File: config.mk
export PLATFORM = sky130hd
export DESIGN_NAME = gate_bist
export DESIGN_NICKNAME = d
export VERILOG_FILES = /design/src/rtl/gate_bist_pkg.sv /design/src/rtl/gate_bist_timer.sv /design/src/rtl/gate_bist.sv
export SDC_FILE = /design/constraint.sdc
export NUM_CORES = 1
export LEC_CHECK = 0
export ABC_CLOCK_PERIOD_IN_PS = 1500
export CAP_MARGIN = 0
export CELL_PAD_IN_SITES_DETAIL_PLACEMENT = 1
export CELL_PAD_IN_SITES_GLOBAL_PLACEMENT = 1
export CORE_UTILIZATION = 34
export CTS_BUF_LIST = sky130_fd_sc_hd__clkbuf_8
export DETAILED_ROUTE_END_ITERATION = 8
export PLACE_DENSITY_LB_ADDON = 0.05
export SYNTH_ARGS = -nofsm -noshare
export SYNTH_HDL_FRONTEND = slang
export SYNTH_SLANG_ARGS = --single-unit
File: constraint.sdc
create_clock -name clk -period 1.5 [get_ports clk]
set_clock_uncertainty 0.2 [all_clocks]
set_input_delay 0.225 -clock clk [delete_from_list [all_inputs] [get_ports clk]]
set_output_delay 0.225 -clock clk [all_outputs]
set_load 0.005 [all_outputs]
File: src/rtl/gate_bist_pkg.sv
// Shared types and constants for the two-input gate BIST sequencer.
package gate_bist_pkg;

   // Sequencer states: waiting for a request, stepping vectors, reporting
   typedef enum logic [1:0] {
      ST_IDLE   = 2'd0,
      ST_SETTLE = 2'd1,
      ST_DONE   = 2'd2
   } state_t;

   // Reference truth tables, bit index = {x,y}
   localparam logic [3:0] TT_AND  = 4'b1000;
   localparam logic [3:0] TT_OR   = 4'b1110;
   localparam logic [3:0] TT_NAND = 4'b0111;
   localparam logic [3:0] TT_NOR  = 4'b0001;
   localparam logic [3:0] TT_XOR  = 4'b0110;
   localparam logic [3:0] TT_XNOR = 4'b1001;

endpackage

File: src/rtl/gate_bist_timer.sv
// Settle timer: counts SETTLE_CYCLES-1 down to 0 and reloads on request.
module gate_bist_timer #(
   parameter int SETTLE_CYCLES = 7
) (
   input  logic clk,
   input  logic rst,
   input  logic load,
   output logic zero
);

   // A single-cycle settle time still needs a one-bit counter that sits at 0
   localparam int TW = (SETTLE_CYCLES > 1) ? $clog2(SETTLE_CYCLES) : 1;
   localparam logic [TW-1:0] RELOAD = TW'(SETTLE_CYCLES - 1);

   logic [TW-1:0] count;

   // Reload holds the count at its start value; otherwise count down and stop at 0
   always_ff @(posedge clk) begin
      if (rst) begin
         count <= RELOAD;
      end else if (load) begin
         count <= RELOAD;
      end else if (count != '0) begin
         count <= count - TW'(1);
      end
   end

   assign zero = (count == '0);

endmodule

File: src/rtl/gate_bist.sv
// Gate BIST sequencer: walks {x,y} through 00,01,10,11, samples z after each
// settle period and compares the captured truth table against EXPECTED.
module gate_bist
   import gate_bist_pkg::*;
#(
   parameter int         SETTLE_CYCLES = 7,
   parameter logic [3:0] EXPECTED      = TT_NAND
) (
   input  logic       clk,
   input  logic       rst,
   input  logic       start,
   input  logic       z,
   output logic       x,
   output logic       y,
   output logic       busy,
   output logic       done,
   output logic       pass,
   output logic [3:0] observed,
   output logic [3:0] fail_mask
);

   state_t     state;
   state_t     state_next;
   logic [1:0] vec;
   logic [1:0] vec_inc;
   logic [3:0] obs_next;
   logic       accept;
   logic       sample;
   logic       finish;
   logic       timer_load;
   logic       timer_zero;

   // Keep the timer parked at its reload value outside SETTLE so each vector
   // gets a full settle period, and reload it after every sample
   assign timer_load = (state != ST_SETTLE) || timer_zero;
   assign vec_inc    = vec + 2'd1;

   gate_bist_timer #(
      .SETTLE_CYCLES(SETTLE_CYCLES)
   ) u_timer (
      .clk (clk),
      .rst (rst),
      .load(timer_load),
      .zero(timer_zero)
   );

   // State register
   always_ff @(posedge clk) begin
      if (rst) begin
         state <= ST_IDLE;
      end else begin
         state <= state_next;
      end
   end

   // Next-state decode plus the accept/sample/finish strobes for the datapath
   always_comb begin
      state_next = state;
      accept     = 1'b0;
      sample     = 1'b0;
      finish     = 1'b0;
      case (state)
         ST_IDLE: begin
            if (start) begin
               accept     = 1'b1;
               state_next = ST_SETTLE;
            end
         end
         ST_SETTLE: begin
            if (timer_zero) begin
               sample = 1'b1;
               if (vec == 2'd3) begin
                  finish     = 1'b1;
                  state_next = ST_DONE;
               end
            end
         end
         ST_DONE: begin
            state_next = ST_IDLE;
         end
         default: begin
            state_next = ST_IDLE;
         end
      endcase
   end

   // Truth table including the bit being sampled this cycle, so the final
   // verdict can be formed on the same edge that captures the last vector
   always_comb begin
      obs_next      = observed;
      obs_next[vec] = z;
   end

   // Stimulus registers: vector counter and the registered gate inputs
   always_ff @(posedge clk) begin
      if (rst) begin
         vec <= 2'd0;
         x   <= 1'b0;
         y   <= 1'b0;
      end else if (accept) begin
         vec <= 2'd0;
         x   <= 1'b0;
         y   <= 1'b0;
      end else if (sample) begin
         if (finish) begin
            vec <= 2'd0;
            x   <= 1'b0;
            y   <= 1'b0;
         end else begin
            vec    <= vec_inc;
            {x, y} <= vec_inc;
         end
      end
   end

   // Status and result registers; results stay frozen from done until the
   // next accepted start clears them
   always_ff @(posedge clk) begin
      if (rst) begin
         busy      <= 1'b0;
         done      <= 1'b0;
         pass      <= 1'b0;
         observed  <= 4'b0000;
         fail_mask <= 4'b0000;
      end else begin
         done <= 1'b0;
         if (accept) begin
            busy      <= 1'b1;
            pass      <= 1'b0;
            observed  <= 4'b0000;
            fail_mask <= 4'b0000;
         end else if (sample) begin
            observed <= obs_next;
            if (finish) begin
               busy      <= 1'b0;
               done      <= 1'b1;
               pass      <= (obs_next == EXPECTED);
               fail_mask <= obs_next ^ EXPECTED;
            end
         end
      end
   end

endmodule

# --- After elaboration in Yosys (flattened, before gate mapping) ---
# Cells that the tools add are included.
word_totals:
  input_bits: 4
  word_cells: 57
  output_inout_bits: 13
  reg_bits: 20
classes:
  order_cmp: 2
  addsub: 2
  bitwise: 2
  reduce_logical: 13
  muxes: 21
  n_eq_ne: 7
ops:
  columns: ["op", "n"]
  rows:
  - ["1-bit 2-to-1 mux", 14]
  - ["2-bit 2-to-1 mux", 4]
  - ["2-bit inequality test (second input constant)", 3]
  - ["4-bit bitwise mux", 1]
  - ["4-bit by 3-bit == test with 1-bit output (second input constant)", 1]
  - ["2-bit one-hot mux with 2 select lines", 1]
  - ["2-bit AND reduction", 2]
  - ["2-bit nonzero test", 2]
  - ["2-bit OR reduction", 2]
  - ["3-bit logical NOT", 1]
  - ["2-bit by 3-bit less-than comparator with 1-bit output (second input constant)", 1]
  - ["3-bit NOT", 1]
  - ["3-bit AND reduction", 1]
  - ["3-bit nonzero test", 1]
  - ["3-bit OR reduction", 1]
  - ["3-bit by 1-bit subtractor with 3-bit output (second input constant)", 1]
  - ["2-bit by 1-bit adder with 2-bit output (second input constant)", 1]
  - ["1-bit demux with 2-bit select", 1]
  - ["2-bit by 1-bit == test with 1-bit output (second input constant)", 1]
  - ["2-bit == test (second input constant)", 1]
  - ["2-bit by 1-bit >= comparator with 1-bit output (second input constant)", 1]
  - ["2-bit logical NOT", 1]
  - ["2-bit by 1-bit inequality test with 1-bit output (second input constant)", 1]
  - ["1-bit logical AND", 1]
  - ["2 further kinds", 2]

# --- Logic depth before layout (Yosys ltp) ---
logic_depth:
  ltp_word: 7
  ltp_mapped: 6
  depth_no_buf: 5

# --- By module ---
# Synthesis repeated with hierarchy kept, for this count alone.
unflattened:
  hier_cells: 88
  hier_area_um2: 870.8
modules_own_cells:
  columns: ["mod", "cells_each", "seq_area_each_um2", "n_inst", "area_each_um2"]
  rows:
  - ["gate_bist", 73, 300.3, 1, 713.2]
  - ["gate_bist_timer", 15, 60.1, 1, 157.7]

# --- Worst setup path after synthesis ---
# Ideal clock, no wire load.
synth_timing:
  path_type: "reg2reg"
  from: "register vec[0]"
  to: "register pass"
  t_required_ns: 1.230
  arrival_time_ns: 1.192
  path_stages_with_launch: 6
  period_less_slack_ns: 1.462
  setup_ns: 0.070
  path_slack_ns: 0.038
  path_buffers: 0
  path_cell_list: "dfxtp_1 -> inv_1 -> ha_1 -> nor4_1 -> nand4_1 -> a21oi_1"
synth_between:
  elab_chain_cells: 6
  elab_cells_between_ends: 12
  cone_classes: "2 x order compare; 2 x eq/ne; 6 x mux; 2 x reduce/logical"
synth_lines:
  columns: ["item", "line_no", "rtl"]
  rows:
  - ["start: declaration", "gate_bist.sv:24", "logic [1:0] vec;"]
  - ["start signal: assignment", "gate_bist.sv:110", "vec <= vec_inc;"]
  - ["2-bit by 3-bit less-than comparator with 1-bit output (implied by the code) / 2-bit by 1-bit >= comparator with 1-bit output (equally long branches)", "gate_bist.sv:91", "obs_next[vec] = z;"]
  - ["1-bit logical AND (implied by the code)", "gate_bist.sv:91", null]
  - ["1-bit 2-to-1 mux (implied by the code)", "gate_bist.sv:91", null]
  - ["1-bit demux with 2-bit select", "gate_bist.sv:91", null]
  - ["4-bit bitwise mux", "gate_bist.sv:91", null]
  - ["4-bit by 3-bit == test with 1-bit output", "gate_bist.sv:137", "pass <= (obs_next == EXPECTED);"]
  - ["end signal: assignment", "gate_bist.sv:137", null]
  - ["end: declaration", "gate_bist.sv:17", "output logic pass,"]
# Several ways; a longest one is shown, not always the timed one.
# A chain may end at the register's enable or synchronous reset.

==> tab_implementation.tex <==
\begin{tabular}{lr}
\hline
Metric & Value \\
\hline
\multicolumn{2}{l}{\textbf{Yosys}} \\
\quad Largest area contributor in the synthesized netlist & sky130\_fd\_sc\_hd\_\_dfxtp\_1 \\
\quad Ranking of synthesized cells by area & sky130\_fd\_sc\_hd\_\_dfxtp\_1, sky130\_fd\_sc\_hd\_\_ha\_1, sky130\_fd\_sc\_hd\_\_a21oi\_1, sky130\_fd\_sc\_hd\_\_nand3\_1, sky130\_fd\_sc\_hd\_\_o21ai\_1 \\
\quad Gate count after technology mapping & 93 \\
\quad Parity-gate share of the synthesized area counting xor and xnor cells & 0\% \\
\quad Total number of yosys warnings & 0 \\
\quad Sequential fraction of the synthesis area & 44.7\% \\
\quad Number of distinct library cells after synthesis & 25 \\
\quad FF+latch count, synth & 18 \\
\quad List of most frequent post-synthesis cells & sky130\_fd\_sc\_hd\_\_dfxtp\_1, sky130\_fd\_sc\_hd\_\_a21oi\_1, sky130\_fd\_sc\_hd\_\_nand3\_1 \\
\quad Simple-gate share of the synthesized area & 19.7\% \\
\quad Post-synthesis adder-cell area fraction & 9.30\% \\
\quad Synth top area share & 44.7\% \\
\quad Multiplexer area fraction after synthesis & 3.72\% \\
\quad Ys async rst share & 0\% \\
\quad Main combinational cell family by area after synthesis & simple AND/OR/NAND/NOR gates \\
\quad Number of synthesized flops with an enable pin & 0 \\
\quad Total standard cell area after synthesis & 807 um2 \\
\quad Synth Area in Compound Gates & 16.3\% \\
\quad Most repeated cell in the gate-level netlist after synthesis & sky130\_fd\_sc\_hd\_\_dfxtp\_1 \\
\quad Post-Syn Nets & 103 \\
\quad Most used flip-flop cell after synthesis & sky130\_fd\_sc\_hd\_\_dfxtp\_1 \\
\quad Average cell area after synthesis & 8.68 um2 \\
\multicolumn{2}{l}{\textbf{Die}} \\
\quad Die span in y & 50.7 um \\
\quad Initial core utilization & 36.1\% \\
\quad Floorplan row count & 17 \\
\quad Die W & 50.7 um \\
\quad Number of I/O pins & 17 \\
\quad Die outline area & 0.00257 mm2 \\
\quad Core Footprint & 0.00223 mm2 \\
\multicolumn{2}{l}{\textbf{Final layout}} \\
\quad Antenna diode count & 0 \\
\quad Share of cells above drive strength 1 & 27.0\% \\
\quad Fill cell count & 261 \\
\quad \# nets final & 134 \\
\quad Final standard cell area without fillers & 0.00120 mm2 \\
\quad Area added between synthesis and finish & 49.0\% \\
\quad Post-layout instance count excluding filler cells & 150 \\
\multicolumn{2}{l}{\textbf{Pwr}} \\
\quad Internal Pwr Total & 0.000694 W \\
\quad Net load switching power & 0.000190 W \\
\quad Clock power share & 37.5\% \\
\quad Leakage power & 0.568 nW \\
\quad Net switching fraction of the power & 21.5\% \\
\quad Portion of total power attributed to combinational logic & 7.0\% \\
\quad Worst vdd rail ir drop & 0.000566 V \\
\quad Fraction of power consumed by sequential logic & 55.5\% \\
\quad Power density cells & 736 mW/mm2 \\
\multicolumn{2}{l}{\textbf{STA}} \\
\quad Worst Max-Slew Pin Slew & 0.452 ns \\
\quad Setup-violating endpoint count in the final report & 0 \\
\quad Maximum achievable frequency & 682 MHz \\
\quad Number of slew-limit violations in the final report & 0 \\
\quad Final TNS setup & 0 ns \\
\quad Worst slew margin relative to its limit & 69.9\% \\
\quad Tcrit/Tclk final & 97.7\% \\
\quad Setup repair after global routing missed its margin & true \\
\quad Clock period minus final worst setup slack & 1.47 ns \\
\quad Count of endpoints failing hold in the final timing report & 0 \\
\multicolumn{2}{l}{\textbf{Placement}} \\
\quad Weighted congestion reported at the end of routability-driven placement & 0.753 \\
\quad Cell Count Post-Placement & 145 \\
\quad Cell area reported after detailed placement & 0.00107 mm2 \\
\quad Sum of net half-perimeters after detailed placement & 1390 um \\
\quad Quantity of I/O buffers inserted on ports & 16 \\
\multicolumn{2}{l}{\textbf{Detailed routing}} \\
\quad Highest routing layer actually used & met4 \\
\quad Post-route DRC & 0 \\
\quad Average detailed-routed wire length per instance & 13.4 um \\
\quad Detailed Route Iter0 Violations & 9 \\
\quad WL met3 & 72 um \\
\quad Length of routed met2 wiring & 956 um \\
\quad Routed length on met1 & 952 um \\
\quad Total wire length after detailed routing & 2000 um \\
\quad DRT Pass-1 Iters & 2 \\
\quad Avg Vias per Cell & 5.15 \\
\quad Total vias in the final route & 773 \\
\quad Count of nets left with antenna violations after detail routing & 0 \\
\multicolumn{2}{l}{\textbf{Worst setup path}} \\
\quad Kind of launch point of the worst setup path & flip-flop \\
\quad Critical path required time & 1.48 ns \\
\quad Data arrival, critical path & 1.44 ns \\
\quad Reg2reg start & x \\
\quad CP Buf/Inv Count & 3 \\
\quad Maximum single-stage delay on the critical path & 0.32 ns \\
\quad Cell with the largest stage delay on the worst path & sky130\_fd\_sc\_hd\_\_dfxtp\_2 \\
\quad Sequence of cells on the critical path & buf\_4, inv\_4, ha\_4, buf\_6, mux2i\_1, nand3\_1, a21oi\_1 \\
\quad Logic depth of the worst register-to-register path & 7 \\
\quad Worst Setup Path Type & reg -> reg \\
\quad Type of element capturing the critical path & flip-flop \\
\quad Family of cells with the greatest summed delay on the critical path & flip-flops \\
\quad Launch point of the critical path & x \\
\quad Count of cell instances traversed by the critical path & 7 \\
\quad Top fanout value on the critical path & 3 \\
\multicolumn{2}{l}{\textbf{GRT}} \\
\quad Grt total ovfl & 0 \\
\quad Total Routing Usage GR & 16.9\% \\
\quad Number of antenna violations at the first check in global routing & 0 \\
\quad Maximum number of pins on one net before global-route repair & 14 \\
\quad First-pass GRT wire length & 3220 um \\
\quad Via count of the first global-routing pass & 755 \\
\multicolumn{2}{l}{\textbf{Clocking}} \\
\quad Clock network latency to the later pin of the worst-skew pair & 0.25 ns \\
\quad Num Clock Sinks & 18 \\
\quad Deepest clock path buffer count & 2 \\
\quad Number of buffers added by the clock tree synthesis step & 3 \\
\quad Clock tree from TritonCTS & built \\
\quad Post-CTS clock slew at the launch and capture registers of the worst setup and hold paths & 0.06 ns \\
\quad Count of hold-fix buffers inserted at cts & 0 \\
\quad Clock Root Buffer & sky130\_fd\_sc\_hd\_\_clkbuf\_8 \\
\quad H-tree level count & 1 \\
\multicolumn{2}{l}{\textbf{Job}} \\
\quad Max Cap Violations & 0 \\
\multicolumn{2}{l}{\textbf{Hold path}} \\
\quad Hold path start & u\_timer.count[0] \\
\quad Worst Hold Path Cells & 1 \\
\quad Hold Crit Class & reg -> reg \\
\multicolumn{2}{l}{\textbf{Run status}} \\
\quad Status & finished, final reports clean \\
\hline
\end{tabular}
==> layout by cell type (no fill, tap or decap), types with 2 or more instances in the layout <==
cell / synthesis / routed
sky130_fd_sc_hd__a21oi_1: 13 / 13
sky130_fd_sc_hd__buf_4: 1 / 12
sky130_fd_sc_hd__buf_6: 0 / 2
sky130_fd_sc_hd__clkbuf_8: 0 / 3
sky130_fd_sc_hd__clkdlybuf4s50_1: 0 / 3
sky130_fd_sc_hd__dfxtp_1: 18 / 13
sky130_fd_sc_hd__dfxtp_2: 0 / 5
sky130_fd_sc_hd__dlygate4sd2_1: 0 / 8
sky130_fd_sc_hd__dlymetal6s2s_1: 0 / 5
sky130_fd_sc_hd__ha_1: 6 / 2
sky130_fd_sc_hd__ha_4: 0 / 3
sky130_fd_sc_hd__inv_1: 7 / 4
sky130_fd_sc_hd__inv_2: 1 / 3
sky130_fd_sc_hd__mux2i_1: 3 / 3
sky130_fd_sc_hd__nand2_1: 5 / 5
sky130_fd_sc_hd__nand3_1: 8 / 7
sky130_fd_sc_hd__nor2_1: 2 / 2
sky130_fd_sc_hd__nor3_1: 5 / 4
sky130_fd_sc_hd__o21ai_0: 3 / 2
sky130_fd_sc_hd__o21ai_1: 7 / 8
==> cell families (layout without fill, tap and decap cells) <==
group | after synthesis | count (layout)
DFF | 18 | 18
and+or+nand+nor | 29 | 29
AOI/OAI and AO/OA | 25 | 25
adders and majority gates | 6 | 6
buffers and inverters | 12 | 41
muxes | 3 | 3
==> layer usage <==
layer,up-vias,GRT usage (%)
li1,384,-
met1,370,20.0
met2,14,28.7
met3,5,5.45
met4,0,5.56
met5,-,0
==> cell type report <==
class | count | area (um2) | area share [%]
clock buffers | 3 | 41.3 | 3.43
inverters | 8 | 32.5 | 2.71
multi-input cells | 63 | 452 | 37.6
flip-flops and latches | 18 | 367 | 30.5
well taps | 28 | 35.0 | 2.91
repair buffers | 30 | 275 | 22.9
==> per-stage QoR <==
step,hold WS (ns),setup slack (ns),util (%),power [W]
6_report,0.247,0.0338,53.8,0.000885
5_1_grt,0.284,-0.0399,53.8,0.000925
4_1_cts,0.237,-0.00241,50.6,0.000890
3_5_place_dp,0.227,-0.0699,48.0,0.000560
3_3_place_gp,0.210,-0.0537,48.0,0.000558
2_1_floorplan,0.0941,0.0382,-,0.000530
==> timing repair <==
action,CTS,global route
setup buffers,2,0
pin swaps,0,3
resized for setup,15,20
endpoints found under the setup margin,13,19
endpoints found under the hold margin,0,0
==> sequential cells by signal (all words and copies together), names as in the netlist <==
signal / count
pass: 1
fail_mask: 4
state: 2
u_timer.count: 3
busy: 1
x: 1
vec: 1
observed: 4
done: 1
==> worst paths after layout <==
path / endpoint / slack [ns]
max: fail_mask[0] / 0.03
max reg2reg: fail_mask[0] / 0.03
min reg2reg: u_timer.count[0] / 0.25
min: u_timer.count[0] / 0.25
==> power groups by stage <==
stage	Combinational (W)	Clock (W)	Sequential, W
final	0.0000620	0.000331	0.000491
after global routing	0.0000713	0.000362	0.000492
after CTS	0.0000575	0.000342	0.000490
after detailed placement	0.0000580	0	0.000502
after global placement	0.0000574	0	0.000501
after floorplan	0.0000293	0	0.000501
No activity file was read; power rests on OpenSTA's default activity.
